## src/rtl/key_pkg.sv

```systemverilog
// Shared types and helpers for the key event queue: key codes, queued event
// layout and the fixed-priority lowest-index picker.
package key_pkg;

    localparam int NKEYS = 16;
    localparam int KEY_W = 4;

    typedef logic [KEY_W-1:0] key_code_t;

    // "release" is a reserved word, hence is_release.
    typedef struct packed {
        logic      is_release;
        key_code_t code;
    } key_evt_t;

    function automatic key_code_t lowest_set_idx(input logic [NKEYS-1:0] mask);
        key_code_t idx;
        idx = '0;
        for (int i = NKEYS - 1; i >= 0; i--) begin
            if (mask[i]) idx = key_code_t'(i);
        end
        return idx;
    endfunction

endpackage

```

## src/rtl/key_evt_fifo.sv

```systemverilog
// Small synchronous FIFO holding queued key events; head is presented
// combinationally so a pop needs no extra latency.
module key_evt_fifo #(
    parameter int DEPTH = 8,
    parameter int WIDTH = 4
) (
    input  logic                     clk,
    input  logic                     rst_n,
    input  logic                     push,
    input  logic [WIDTH-1:0]         push_data,
    input  logic                     pop,
    output logic [WIDTH-1:0]         head,
    output logic                     full,
    output logic                     empty,
    output logic [$clog2(DEPTH):0]   count
);

    localparam int AW = $clog2(DEPTH);
    localparam int CW = AW + 1;

    logic [WIDTH-1:0] mem [DEPTH];
    logic [AW-1:0]    wr_ptr;
    logic [AW-1:0]    rd_ptr;
    logic             push_ok;
    logic             pop_ok;

    assign full    = (count == CW'(DEPTH));
    assign empty   = (count == '0);
    // A full FIFO refuses a push even when the head is leaving this cycle.
    assign push_ok = push && !full;
    assign pop_ok  = pop && !empty;
    assign head    = empty ? '0 : mem[rd_ptr];

    // NOTE: storage has no reset; entries are only visible once count covers them.
    always_ff @(posedge clk) begin
        if (push_ok) mem[wr_ptr] <= push_data;
    end

    // NOTE: sequential state uses non-blocking assignments so every flop samples pre-edge values.
    always_ff @(posedge clk or negedge rst_n) begin
        if (!rst_n) begin
            wr_ptr <= '0;
            rd_ptr <= '0;
            count  <= '0;
        end else begin
            if (push_ok) wr_ptr <= wr_ptr + AW'(1);
            if (pop_ok)  rd_ptr <= rd_ptr + AW'(1);
            case ({push_ok, pop_ok})
                2'b10:   count <= count + CW'(1);
                2'b01:   count <= count - CW'(1);
                default: count <= count;
            endcase
        end
    end

endmodule

```

## src/rtl/key_event_queue.sv

```systemverilog
// Turns debounced key levels into queued press events (and release events when
// KEY_RELEASE_EVT_EN is defined) delivered over a valid/ready handshake.
module key_event_queue
    import key_pkg::*;
#(
    parameter int DEPTH       = 8,
    parameter int SYNC_STAGES = 2
) (
    input  logic                   clk,
    input  logic                   rst_n,
    input  logic                   sync_clk,
    input  logic [15:0]            btn,
    output logic                   evt_valid,
    input  logic                   evt_ready,
    output logic [3:0]             evt_code,
    output logic                   evt_release,
    output logic [$clog2(DEPTH):0] evt_count,
    output logic                   overflow,
    input  logic                   ovf_clr
);

    logic [SYNC_STAGES-1:0] sclk_sync;
    logic [NKEYS-1:0]       btn_sync [SYNC_STAGES];
    logic                   sclk_d;
    logic                   sclk_s;
    logic [NKEYS-1:0]       btn_s;
    logic                   frame;

    logic [NKEYS-1:0] snapshot;
    logic [NKEYS-1:0] pending;
    logic [NKEYS-1:0] pending_nxt;
    logic [NKEYS-1:0] press;
    logic [NKEYS-1:0] press_clr;
    logic [NKEYS-1:0] press_left;
    logic             grant;
    key_code_t        grant_code;
    logic             lost;
    logic             fifo_full;
    logic             fifo_empty;

`ifdef KEY_RELEASE_EVT_EN
    logic [NKEYS-1:0] pending_rel;
    logic [NKEYS-1:0] pending_rel_nxt;
    logic [NKEYS-1:0] rel_edge;
    logic [NKEYS-1:0] rel_clr;
    logic [NKEYS-1:0] rel_left;
    logic             grant_rel;
`endif

    assign sclk_s = sclk_sync[SYNC_STAGES-1];
    assign btn_s  = btn_sync[SYNC_STAGES-1];
    assign frame  = sclk_d & ~sclk_s;

    always_ff @(posedge clk or negedge rst_n) begin
        if (!rst_n) begin
            sclk_sync <= '0;
            sclk_d    <= 1'b0;
            for (int i = 0; i < SYNC_STAGES; i++) btn_sync[i] <= '0;
        end else begin
            sclk_sync   <= {sclk_sync[SYNC_STAGES-2:0], sync_clk};
            sclk_d      <= sclk_s;
            btn_sync[0] <= btn;
            for (int i = 1; i < SYNC_STAGES; i++) btn_sync[i] <= btn_sync[i-1];
        end
    end

    // NOTE: every always_comb output gets a default first so no latch is inferred.
    always_comb begin
        press      = btn_s & ~snapshot;
        grant      = 1'b0;
        grant_code = '0;
        press_clr  = '0;
`ifdef KEY_RELEASE_EVT_EN
        rel_edge   = ~btn_s & snapshot;
        grant_rel  = 1'b0;
        rel_clr    = '0;
`endif
        if (!fifo_full) begin
            if (pending != '0) begin
                grant      = 1'b1;
                grant_code = lowest_set_idx(pending);
                press_clr  = NKEYS'(1) << grant_code;
            end
`ifdef KEY_RELEASE_EVT_EN
            else if (pending_rel != '0) begin
                grant      = 1'b1;
                grant_rel  = 1'b1;
                grant_code = lowest_set_idx(pending_rel);
                rel_clr    = NKEYS'(1) << grant_code;
            end
`endif
        end
        // A key being pushed this cycle is no longer pending, so re-pressing it is not a loss.
        press_left  = pending & ~press_clr;
        lost        = frame && ((press & press_left) != '0);
        pending_nxt = frame ? (press_left | press) : press_left;
`ifdef KEY_RELEASE_EVT_EN
        rel_left        = pending_rel & ~rel_clr;
        lost            = lost || (frame && ((rel_edge & rel_left) != '0));
        pending_rel_nxt = frame ? (rel_left | rel_edge) : rel_left;
`endif
    end

    always_ff @(posedge clk or negedge rst_n) begin
        if (!rst_n) begin
            snapshot <= '0;
            pending  <= '0;
            overflow <= 1'b0;
`ifdef KEY_RELEASE_EVT_EN
            pending_rel <= '0;
`endif
        end else begin
            pending <= pending_nxt;
            if (frame) snapshot <= btn_s;
            if (lost)         overflow <= 1'b1;
            else if (ovf_clr) overflow <= 1'b0;
`ifdef KEY_RELEASE_EVT_EN
            pending_rel <= pending_rel_nxt;
`endif
        end
    end

    assign evt_valid = !fifo_empty;

`ifdef KEY_RELEASE_EVT_EN
    key_evt_t push_evt;
    key_evt_t head_evt;

    assign push_evt = '{is_release: grant_rel, code: grant_code};

    key_evt_fifo #(.DEPTH(DEPTH), .WIDTH($bits(key_evt_t))) u_fifo (
        .clk       (clk),
        .rst_n     (rst_n),
        .push      (grant),
        .push_data (push_evt),
        .pop       (evt_valid && evt_ready),
        .head      (head_evt),
        .full      (fifo_full),
        .empty     (fifo_empty),
        .count     (evt_count)
    );

    assign evt_code    = head_evt.code;
    assign evt_release = head_evt.is_release;
`else
    key_code_t head_code;

    key_evt_fifo #(.DEPTH(DEPTH), .WIDTH(KEY_W)) u_fifo (
        .clk       (clk),
        .rst_n     (rst_n),
        .push      (grant),
        .push_data (grant_code),
        .pop       (evt_valid && evt_ready),
        .head      (head_code),
        .full      (fifo_full),
        .empty     (fifo_empty),
        .count     (evt_count)
    );

    assign evt_code    = head_code;
    assign evt_release = 1'b0;
`endif

endmodule
```

## config.mk

```make
export PLATFORM = sky130hd
export DESIGN_NAME = key_event_queue
export DESIGN_NICKNAME = d
export VERILOG_FILES = /design/src/rtl/key_pkg.sv /design/src/rtl/key_evt_fifo.sv /design/src/rtl/key_event_queue.sv
export SDC_FILE = /design/constraint.sdc
export NUM_CORES = 1
export LEC_CHECK = 0
export ABC_AREA = 1
export CAP_MARGIN = 5
export CORE_UTILIZATION = 39
export DETAILED_ROUTE_END_ITERATION = 10
export DONT_BUFFER_PORTS = 1
export HOLD_SLACK_MARGIN = 0.1
export PLACE_DENSITY = 0.65
export SLEW_MARGIN = 20
export SYNTH_ARGS = -nofsm -noshare
export SYNTH_HDL_FRONTEND = slang
export SYNTH_SLANG_ARGS = --single-unit
```

## constraint.sdc

```tcl
create_clock -name clk -period 4.2 [get_ports clk]
set_clock_uncertainty 0.05 [all_clocks]
set_input_delay 0.42 -clock clk [delete_from_list [all_inputs] [get_ports clk]]
set_output_delay 0.42 -clock clk [all_outputs]
set_load 0.005 [all_outputs]
```

Word level (Yosys, flattened, before mapping)
Memories as Yosys holds them, arrays and structs flattened.
Index checks and enable logic that the tools add are counted.
{"block": "word_totals", "elab_cells": 69, "n_memories": 1, "out_inout_bits": 11, "mem_bits_rw": 32, "register_bits": 78}
{"block": "op_classes", "add_sub_neg": 4, "n_shift": 1, "mux": 31, "eq_ne": 3, "n_reduce_logical": 11, "bitwise_logic": 8}
{"memory": "u_fifo.mem", "words": 8, "word_bits": 4, "rd": 1, "rd_ports_with_merged_regs": 0, "write_ports": 1, "line": "key_evt_fifo.sv:21", "text": "logic [WIDTH-1:0] mem [DEPTH];"}
{"cell": "$mux W4", "n": 21}
{"cell": "$and A16 B16 Y16", "n": 3}
{"cell": "$mux W16", "n": 3}
{"cell": "$not A16 Y16", "n": 2}
{"cell": "$reduce_bool A16 Y1", "n": 2}
{"cell": "$or A16 B16 Y16", "n": 1}
{"cell": "$shl A1 B4 Y16 const A", "n": 1}
{"cell": "$pmux W4 S2", "n": 1}
{"cell": "$add A3 B1 Y3 const B", "n": 2}
{"cell": "$mux W1", "n": 6}
{"cell": "$add A4 B1 Y4 const B", "n": 1}
{"cell": "$eq A4 B4 Y1 const B", "n": 1}
{"cell": "$logic_and A1 B1 Y1", "n": 4}
{"cell": "$logic_not A4 Y1", "n": 1}
{"cell": "$reduce_bool A2 Y1", "n": 2}
{"cell": "$sub A4 B1 Y4 const B", "n": 1}
{"cell": "$eq A2 B1 Y1 const B", "n": 1}
{"cell": "$eq A2 B2 Y1 const B", "n": 1}
{"cell": "$logic_not A1 Y1", "n": 2}
{"cell": "$and A1 B1 Y1", "n": 1}
{"cell": "$not A1 Y1", "n": 1}

Longest topological paths before layout
{"block": "logic_depth", "depth_word": 27, "ltp_mapped": 24, "ltp_nobuf": 24}

By module
Synthesis repeated with hierarchy kept, for this count alone.
{"block": "unflattened", "hier_cells": 475, "area_unflattened_um2": 4818.4}
{"module": "key_event_queue", "n_inst": 1, "cells_each": 299, "area_per_inst_um2": 2830.2}
{"module": "key_evt_fifo", "n_inst": 1, "cells_each": 176, "area_per_inst_um2": 1988.2}

Least setup slack after synthesis
No wires, ideal clock.
{"block": "synth_path", "path_kind": "reg-to-reg", "startpoint": "reg pending[1]", "endpoint": "reg u_fifo.count[3]", "path_buffers": 0, "setup_ps": 122, "path_stages_with_launch": 17, "arrival_ps": 2185, "t_required_ps": 4028, "path_slack_ps": 1843, "path_cell_list": "dfrtp_1 > inv_1 > nand2_2 > nor3_2 > inv_2 > nor2_4 > inv_1 > o21ai_2 > ha_1 > ha_1 > nand2_1 > nor2_1 > a211oi_1 > nor2_1 > nor2_1 > nand2_1 > xor2_1"}
{"block": "synth_via", "elab_chain_cells": 6}
{"element": "start: declaration", "line": "key_event_queue.sv:30", "text": "logic [NKEYS-1:0] pending;"}
{"element": "start signal: assignment", "line": "key_event_queue.sv:113", "text": "pending <= pending_nxt;"}
{"element": "$reduce_bool A16 Y1 *", "line": "key_event_queue.sv:79", "text": "if (pending != '0) begin"}
{"element": "$mux W1 *", "line": "key_event_queue.sv:79"}
{"element": "$mux W1 *", "line": "key_event_queue.sv:78", "text": "if (!fifo_full) begin"}
{"element": "$logic_and A1 B1 Y1 *", "line": "key_evt_fifo.sv:30", "text": "assign push_ok = push && !full;"}
{"element": "$eq A2 B1 Y1 / $eq A2 B2 Y1 (equally long branches)", "line": "key_evt_fifo.sv:48", "text": "case ({push_ok, pop_ok})"}
{"element": "$pmux W4 S2 / $reduce_bool A2 Y1 (equally long branches)"}
{"element": "end signal: assignment", "line": "key_evt_fifo.sv:49", "text": "2'b10: count <= count + CW'(1);"}
{"element": "end signal: assignment", "line": "key_evt_fifo.sv:50", "text": "2'b01: count <= count - CW'(1);"}
{"element": "end signal: assignment", "line": "key_evt_fifo.sv:51", "text": "default: count <= count;"}
{"element": "end: declaration", "line": "key_evt_fifo.sv:15", "text": "output logic [$clog2(DEPTH):0] count"}
Every way passes the cells marked *; elsewhere a longest branch is shown, timed or not.
A chain may end at the register's enable or synchronous reset.

Worst setup path after layout
{"block": "layout_path", "startpoint": "reg pending[15]", "endpoint": "reg u_fifo.count[3]"}
Same word-level chain as after synthesis.

==> results by group <==
STA
  – Hold Vio Cnt, Final: 0
  – Maximum clock rate: ~380 MHz
  – Relative slew margins: between 60% and 70%
  – Final number of setup-violating endpoints: 0
  – Minimum clock period: about 2.7 ns
  – Setup TNS: 0 ns
  – Fin. max-slew vios: 0
  – Unrepaired setup endpoints after global routing: false
  – Final period util: between 60% and 70%
  – Slew @ Worst Pin: 0.5662 ns

Clock network
  – Post-CTS sizing: 0
  – TritonCTS Buffers: 9
  – Worst skew pair latency: between 0.3 and 0.4 ns
  – Sink Count: 110
  – Clock-pin transition on the worst setup and hold timing paths: 0.07 ns
  – CTS tree: yes
  – H-tree depth: 3
  – Root Buffer: clkbuf_16
  – Clock buffer depth: 2

Min path
  – Worst hold endpoint: overflow$_DFFE_PN0P_
  – HP Start: ovf_clr
  – HP Class: in -> reg
  – WHS Path Cells: 3

Yosys
  – Main combinational cell family by area after synthesis: simple AND/OR/NAND/NOR gates
  – Post-Synthesis Net Count: 483
  – Complex-gate fraction of the synthesized area: about 8.7%
  – Main synth FF type: dfrtp_1
  – Post-synthesis adder-cell area fraction: about 1.8%
  – Warnings, synthesis: 0
  – Post-Syn Area: around 0.0046 sq mm
  – Synth cell types: 34
  – XOR/XNOR Fraction of Synth Area: under 10%
  – Post-synth EDFFs: 32
  – Yosys reg bits: 110
  – Synth Area in Simple Gates: about a fifth
  – Gate Count Post-Synth: 456
  – Post-synthesis mux area share: 0%
  – Sequential cell area fraction in the yosys report: 63.55%
  – Syn Area/Cell: between 10 and 15 sq um
  – FFs w/ async S/R, synth: roughly 71%

Critical path
  – Crit. Startpoint: pending[15]$_DFF_PN0_
  – WP buf/inv: 1
  – Crit-path slowest cell: dfrtp_1
  – Cell Chain, Critical Path: inv_1 -> nand2_1 -> nor3_1 -> nand2_1 -> o21ai_2 -> ha_1 -> ha_1 -> nand2_1 -> nor2_1 -> a211oi_1 -> nor2_1 -> nor2_1 -> nand2_1 -> xor2_1
  – Top cell by count, worst path: nand2_1
  – RR Startpoint: pending[15]$_DFF_PN0_
  – Setup crit end kind: register
  – Crit Path Class: reg -> reg
  – Worst r2r path cells: 14
  – Delay-heaviest family, CP: simple AND/OR/NAND/NOR gates
  – Startpoint Class: register
  – CP Data Required Time: 4.38 ns
  – Critical-path maximum fanout: 5
  – Crit path largest cell delay: approximately 0.40 ns
  – Crit path DAT: 2.83 ns
  – Register-to-register setup slack: about 1.5 ns
  – R2r endpoint: u_fifo.count[3]$_DFFE_PN0P_

Detailed routing
  – Residual DRC: 0
  – DR iter-0 viols: 155
  – Detail Route Antenna Nets: 0
  – Vias: approximately 3,100
  – Vias per inst: slightly below 5
  – Total Routed Length: 8.353 mm
  – First-pass detailed-route iteration total: 4
  – Wirelength per Cell: ~13 microns

Finish
  – Layout cells sized above 1: approximately 8.3%
  – Fin nets: 505
  – Syn-to-layout area delta: 14.33%
  – Layout fillers: between 1,000 and 1,500
  – # diodes: 0
  – Fin cells: 625

Global route
  – Most Used Layer, Global Route: met2
  – Met3 global-route usage: roughly 3.2%
  – Met2 Usage GRT: between 20% and 30%
  – All-Layer GR Usage: between 15 and 20%
  – Number of global-route vias before repair: slightly above 3,000
  – GRT met1 Usage: a little under a fifth
  – First-pass GRT wire length: 14.65 mm
  – Grt ovf: 0
  – Largest net degree at the start of global routing: 79
  – Initial antenna violation count: 0

Placed design
  – Port bufs: 0
  – Inst Count DP: around 590
  – GP Congestion: 0.8342
  – Final HPWL DP: around 6.0 mm

Run
  – Max Cap Viol: 0

Pwr
  – P_leak: about 2.4 nW
  – Clk pwr share: 24.8%
  – Part of the power in registers: 45.7%
  – Switching Power: roughly 1.2 mW
  – Logic pwr share: between 20 and 30%
  – Worst vdd ir: ~330 uV
  – Int Pwr: 2.231 mW
  – Switching share of total power: between 30% and 40%
  – Power Density: approximately 660 mW/mm^2

Die
  – Die width: roughly 110 microns
  – Die Y: around 110 microns
  – # rows: 39
  – Initial Util: between 40% and 50%
  – Core area: approximately 0.011 sq mm
  – # IOs: 32
  – Die ar.: about 0.012 sq mm

Run status
  – Status: complete, no violations
layout by cell type (no fill, tap or decap), types with 4 or more instances in the layout:
cell type	count
a31oi_1	4
clkbuf_16	9
dfrtp_1	78
dlygate4sd3_1	18
edfxtp_1	32
ha_1	5
inv_1	48
inv_2	4
nand2_1	89
nand2_2	4
nand3_1	23
nand4_1	14
nor2_1	56
nor2_2	4
o21ai_0	55
o22ai_1	5
xor2_1	5
how the worst max path moves through the flow:
stage                                        to  cells past startpoint
floorplan           u_fifo.count[3]$_DFFE_PN0P_                     16
global placement    u_fifo.count[3]$_DFFE_PN0P_                     16
detailed placement  u_fifo.count[3]$_DFFE_PN0P_                     16
CTS                 u_fifo.count[3]$_DFFE_PN0P_                     16
global route        u_fifo.count[3]$_DFFE_PN0P_                     13
finish              u_fifo.count[3]$_DFFE_PN0P_                     14
synth_stat cells (2+ instances only):
cell type | count | share of area (%)
nand2_2 | 4 | 0.55
a21oi_2 | 2 | 0.38
a31oi_1 | 4 | 0.55
o22ai_1 | 5 | 0.68
xor2_1 | 5 | 0.96
nand3_1 | 23 | 2.5
dfrtp_1 | 78 | 43
nand2_4 | 2 | 0.49
nand3b_1 | 2 | 0.33
nand4_1 | 14 | 1.9
edfxtp_1 | 32 | 21
nor2_2 | 4 | 0.55
clkbuf_1 | 7 | 0.57
o21ai_0 | 55 | 6.0
nor2_1 | 56 | 4.6
nor2_4 | 2 | 0.49
ha_1 | 5 | 1.4
inv_2 | 4 | 0.33
a21oi_1 | 2 | 0.22
inv_1 | 48 | 3.9
nand2_1 | 89 | 7.3
per-stage QoR:
stage	power (mW)	cell area [sq um]	worst slack, ns	util [%]	hold slack [ns]
floorplan	2.340	4583	1.843	-	0.07441
global placement	2.565	4725	1.689	41.38	0.07673
detailed placement	2.601	4725	1.557	41.38	0.07655
CTS	3.499	5240	1.537	45.89	0.1689
global route	3.717	5240	1.225	45.89	0.1948
finish	3.457	5240	1.550	45.89	0.1810
flip-flops by register name, indices dropped and copies added, names as in the netlist:
signal / flops
overflow: 1
sclk_sync: 2
sclk_d: 1
u_fifo.wr_ptr: 3
u_fifo.mem: 32
u_fifo.count: 4
btn_sync: 16
u_fifo.rd_ptr: 3
snapshot: 16
btn_s: 16
pending: 16
worst register-to-register path, delay by kind of cell (launching register included):
| kind | cells | cell delay [ns] |
|---|---|---|
| and+or+nand+nor | 8 | 0.83 |
| buffers and inverters | 1 | 0.06 |
| adders and majority gates | 2 | 0.52 |
| AOI/OAI and AO/OA | 2 | 0.54 |
| xor gates and xnor gates | 1 | 0.13 |
| DFF | 1 | 0.40 |
timing repair:
item	CTS	global route
buffers inserted	0	0
endpoints found under the hold margin	95	0
hold buffers	19	0
layout make-up:
| cell class | instances | area [sq um] | area share (%) |
|---|---|---|---|
| flip-flops and latches | 110 | 2913 | 55.59 |
| repair buffers | 20 | 215.2 | 4.107 |
| clock inverters | 4 | 55.05 | 1.051 |
| multi-input cells | 284 | 1426 | 27.22 |
| well taps | 143 | 178.9 | 3.415 |
| clock buffers | 11 | 252.7 | 4.823 |
| inverters | 53 | 198.9 | 3.797 |
routing by layer:
layer  vias to the layer above  share of wire, %
li1                       1541                 -
met1                      1463                44
met2                        56                51
met3                         9               3.3
met4                         0               1.4
met5                         -                 0
cells by family (layout without fill, tap and decap cells):
logic type,Yosys count,in the layout
AND/OR/NAND/NOR,200,200
flip-flops,110,110
buffers and inverters,62,88
adder cells (fa/ha/maj),6,6
XOR/XNOR,6,6
AO/OA/AOI/OAI,71,71
other,1,1
power groups by stage:
stage | Clock [mW] | Combinational [mW] | Sequential (mW)
2_1_floorplan | 0 | 0.810 | 1.53
3_3_place_gp | 0 | 0.972 | 1.59
3_5_place_dp | 0 | 0.995 | 1.61
4_1_cts | 0.885 | 1.03 | 1.58
5_1_grt | 0.921 | 1.18 | 1.62
6_report | 0.858 | 1.02 | 1.58
(Power assumes the default switching activity.)
